==> config.mk <==
export PLATFORM = sky130hd
export DESIGN_NAME = turnstile_gate_responder
export DESIGN_NICKNAME = d
export VERILOG_FILES = /design/src/rtl/turnstile_gate_responder.sv
export SDC_FILE = /design/constraint.sdc
export NUM_CORES = 1
export LEC_CHECK = 0
export CAP_MARGIN = 0
export CORE_UTILIZATION = 52
export DETAILED_ROUTE_END_ITERATION = 10
export DONT_BUFFER_PORTS = 1
export GPL_ROUTABILITY_DRIVEN = 0
export PLACE_DENSITY = 0.65
export REMOVE_ABC_BUFFERS = 1
export SETUP_SLACK_MARGIN = 0.02
export SYNTH_ARGS = -nofsm -noshare
export SYNTH_HDL_FRONTEND = slang
export SYNTH_SLANG_ARGS = --single-unit
==> constraint.sdc <==
create_clock -name CLK -period 3 [get_ports CLK]
set_input_delay 0.9 -clock CLK [delete_from_list [all_inputs] [get_ports CLK]]
set_output_delay 0.9 -clock CLK [all_outputs]
set_load 0.02 [all_outputs]
==> src/rtl/turnstile_gate_responder.sv <==
// turnstile_gate_responder: gate-side turnstile responder (arm unlock, key debounce, rotation timing, occupancy)
// Ports: CLK clock, RST_N async active-low reset, CMD[1]=enter/CMD[0]=exit level command,
//        KEY_N raw active-low push key, SENSOR one-cycle passage pulse, LEDG arm unlocked,
//        LEDR reject/timeout, HEX0 active-low occupancy digit (a..g = [6:0]), OCC binary occupancy.
module turnstile_gate_responder #(
  parameter int DEBOUNCE    = 4,
  parameter int ROT_CYC     = 8,
  parameter int TIMEOUT_CYC = 50,
  parameter int MAX_OCC     = 9
) (
  input  logic       CLK,
  input  logic       RST_N,
  input  logic [1:0] CMD,
  input  logic       KEY_N,
  output logic       SENSOR,
  output logic       LEDG,
  output logic       LEDR,
  output logic [6:0] HEX0,
  output logic [3:0] OCC
);
  typedef enum logic [2:0] {LOCKED, ARMED_IN, ARMED_OUT, ROTATING, DONE, WAIT_REL, REJECT, TIMEOUT} state_t;
  localparam int CW = $clog2((TIMEOUT_CYC > ROT_CYC ? TIMEOUT_CYC : ROT_CYC) + 1);
  localparam int DW = $clog2(DEBOUNCE + 1);
  state_t state, state_n;
  logic s1, s2, db, press, dir, db_hit, armed;
  logic [DW-1:0] dcnt;
  logic [CW-1:0] cnt;
  // db_hit marks the cycle where the synchronized level has differed from db long enough
  assign db_hit = (s2 != db) && (dcnt == DW'(DEBOUNCE - 1));
  assign armed = (state == ARMED_IN) || (state == ARMED_OUT);
  always_ff @(posedge CLK or negedge RST_N) begin
    if (!RST_N) begin
      s1 <= 1'b1;
      s2 <= 1'b1;
      db <= 1'b1;
      dcnt <= '0;
      press <= 1'b0;
    end else begin
      s1 <= KEY_N;
      s2 <= s1;
      dcnt <= (s2 != db && !db_hit) ? dcnt + 1'b1 : '0;
      db <= db_hit ? s2 : db;
      press <= db_hit & db;
    end
  end
  always_ff @(posedge CLK or negedge RST_N) begin
    if (!RST_N) state <= LOCKED;
    else state <= state_n;
  end
  always_comb begin
    state_n = state;
    case (state)
      LOCKED:
        state_n = (CMD == 2'b10 && OCC < 4'(MAX_OCC)) ? ARMED_IN :
                  (CMD == 2'b01 && OCC != 4'd0)       ? ARMED_OUT :
                  (CMD != 2'b00)                      ? REJECT : LOCKED;
      ARMED_IN, ARMED_OUT:
        state_n = press ? ROTATING : (cnt == CW'(TIMEOUT_CYC - 1)) ? TIMEOUT : state;
      ROTATING: state_n = (cnt == CW'(ROT_CYC - 1)) ? DONE : ROTATING;
      DONE:     state_n = WAIT_REL;
      default:  state_n = (CMD == 2'b00) ? LOCKED : state;
    endcase
  end
  // one shared counter times both the armed window and the rotation; it restarts on every state change
  always_ff @(posedge CLK or negedge RST_N) begin
    if (!RST_N) begin
      cnt <= '0;
      dir <= 1'b0;
      OCC <= 4'd0;
    end else begin
      cnt <= (state_n != state || !(armed || state == ROTATING)) ? '0 : cnt + 1'b1;
      dir <= (armed && press) ? (state == ARMED_IN) : dir;
      if (state_n == DONE && state != DONE)
        OCC <= dir ? (OCC < 4'(MAX_OCC) ? OCC + 4'd1 : OCC) : (OCC != 4'd0 ? OCC - 4'd1 : OCC);
    end
  end
  always_comb begin
    LEDG = (state == ARMED_IN) || (state == ARMED_OUT) || (state == ROTATING);
    LEDR = (state == REJECT) || (state == TIMEOUT);
    SENSOR = (state == DONE);
    case (OCC)
      4'd0:    HEX0 = 7'b0000001;
      4'd1:    HEX0 = 7'b1001111;
      4'd2:    HEX0 = 7'b0010010;
      4'd3:    HEX0 = 7'b0000110;
      4'd4:    HEX0 = 7'b1001100;
      4'd5:    HEX0 = 7'b0100100;
      4'd6:    HEX0 = 7'b0100000;
      4'd7:    HEX0 = 7'b0001111;
      4'd8:    HEX0 = 7'b0000000;
      4'd9:    HEX0 = 7'b0000100;
      default: HEX0 = 7'b1111111;
    endcase
  end
endmodule

==> results.json <==
{
  "status": "finished, final reports clean",
  "synth_ff_type": "dfrtp_1",
  "fin_crit_sh_pct": 91.8,
  "route.detailed.drc": 0,
  "worstPathRequired_ns": 2.10,
  "post_cts_buffers": 0,
  "crit_arrival_ns": 1.85,
  "synth-xor-area-share_pct": 5.52,
  "syn2layout_area_growth_pct": 3.86,
  "antenna_found_initial": 0,
  "async_flop_share_pct": 100,
  "synth_cells": 155,
  "die-area_mm2": 0.00296,
  "reg2reg_depth": 7,
  "portBuffers": 0,
  "fmax_mhz": 363,
  "crit_path_end": "HEX0[1]",
  "synth_area_leaders": "dfrtp_1, ha_1, nor2_1, dfstp_2, xnor2_1",
  "drtAntennaViolNets": 0,
  "cts_tree": "built",
  "synth_enable_flop_cells": 0,
  "start_kind": "flop",
  "clk_path_buf_depth": 2,
  "grt_pass1_wl_um": 4280,
  "cap_violations": 0,
  "ys_types": 48,
  "setup_viol": 0,
  "synth-simple-area-share_pct": 20.4,
  "die_h_um": 54.4,
  "end_kind": "output port",
  "num_antenna_cells": 0,
  "rsz0062_at_grt": "false",
  "synth_top_cell_area_share_pct": 31.6,
  "reg2reg_slack_ns": 0.57,
  "num_vias": 1075,
  "die_w_um": 54.4,
  "grt_pass1_vias": 977,
  "p_total_uw": 1540,
  "cts_num_sinks": 21,
  "layout_common_cells": "nor2_1, dfrtp_1, nand2_1",
  "initial_core_util_pct": 56.1,
  "nets": 174,
  "yosysWarnings": 0,
  "synth_seq_area_share_pct": 37.1,
  "cts_resized": 0,
  "worstSetupStartpoint": "OCC[3]",
  "clk-insertion-delay-late_ns": 0.30,
  "ir_drop_mv": 0.695,
  "drive_gt1_share_pct": 14.7,
  "grt_usage_pct": 20.3,
  "postCtsHoldBufs": 0,
  "r2r-start": "OCC[1]",
  "fillers": 234,
  "crit_fanout": 15,
  "viasPerCell": 5.78,
  "avgSynthCellArea_um2": 9.21,
  "final.setup.tns_ns": 0,
  "tightest_slew_ns": 0.605,
  "finalHoldViolCount": 0,
  "grt_max_degree": 22,
  "fin_crit_ns": 2.75,
  "drt-initial-drc-count": 21,
  "critPathKind": "flop to output port",
  "cts-root-buf": "clkbuf_4",
  "maxSlewViolCount": 0,
  "final_common_cell": "nor2_1",
  "syn-cell-area_mm2": 0.00143,
  "hp-class": "input pin to asynchronous set/reset pin",
  "coreArea_mm2": 0.00254,
  "cts-htree-levels": 1,
  "synth_largest_area_cell": "dfrtp_1",
  "ioPinCount": 19,
  "max_slew_margin_pct": 59.6,
  "routed_wl_um": 2600,
  "fin_worst_skew_ns": 0.00728,
  "synthAdderAreaFrac_pct": 11.0,
  "cts_made_buffers": 3,
  "wl_per_cell_um": 14.0,
  "power.density_mw_per_mm2": 1040,
  "leakagePower_uw": 0.000642,
  "grt_overflow_total": 0,
  "dr.pass1.iters": 4,
  "synth-seq-cells": 21,
  "clk_pin_slew_ns": 0.12,
  "synth_top_family_by_area": "simple AND/OR/NAND/NOR gates",
  "rows": 18,
  "worst_r2r_endpoint": "OCC[1]",
  "synth_mux_area_share_pct": 1.84,
  "hpwlAfterDp_um": 1920,
  "synth-compound-area-share_pct": 18.8,
  "holdWs_ns": 0.271
}
## worst max-delay path, stage by stage, from the launching register on
cell and delay (ns):
dfrtp_1 0.72, inv_1 0.29, nand2_1 0.16, nor2_1 0.07, nor2_1 0.32
## routing by layer
layer  vias to the layer above  wire (um)  GRT usage, %  part of all wire (%)
met2                        34       1170          34.1                    45
met3                         2        149          3.61                   5.7
met4                         0         12          6.84                  0.46
met5                         -          0             0                     0
met1                       498       1270          26.2                    49
li1                        541          -             -                     -
## report_power, final
group          internal (uW)  leakage (uW)  switching (uW)
logic                    332      0.000364             484
registers                375      0.000260             210
clock network           49.7     0.0000177            85.4
## through the flow
step                      setup WS (ns)  cell area (um^2)  util [%]  cells
after CTS                         0.121              1480      58.2    186
final                             0.245              1480      58.3    186
after global routing             0.0631              1480      58.3    186
after detailed placement          0.474              1450      57.1    182
after global placement            0.527              1450      57.1    182
after floorplan                   0.488              1390         -    149
## cell usage after synthesis, drive strengths merged, types with 4 or more instances
cell   number
a21oi       7
buf         5
dfrtp      18
ha         11
inv        11
nand2      12
nand3       4
nor2       24
o21ai      10
xnor2       7
## sequential cells by signal, summed over array words and instances, names as in the netlist
signal and count:
cnt 6, OCC 4, dcnt 3, state 3
db 1, dir 1, press 1, s1 1
s2 1
## area by class of cell
cell class	count	area, um^2	area share (%)
tap	30	37.5	2.53
inverter	11	41.3	2.78
clock inverter	1	5.00	0.338
clock buffer	3	22.5	1.52
sequential	21	532	35.9
timing repair buffer	3	22.5	1.52
multi-input combinational	117	822	55.4
## worst min-delay path by stage
stage,endpoint
final,cnt[3]
after global routing,cnt[1]
after CTS,dcnt[0]
after detailed placement,s2
after global placement,s2
after floorplan,s2
## cell families (layout without fill, tap and decap cells)
logic type / after synthesis / in the layout
AO/OA/AOI/OAI: 37 / 37
AND/OR/NAND/NOR: 57 / 57
multiplexers: 2 / 2
buffers and inverters: 17 / 18
flip-flops: 21 / 21
XOR/XNOR: 9 / 9
adder cells (fa/ha/maj): 12 / 12
Power figures use the tool's default switching activity.
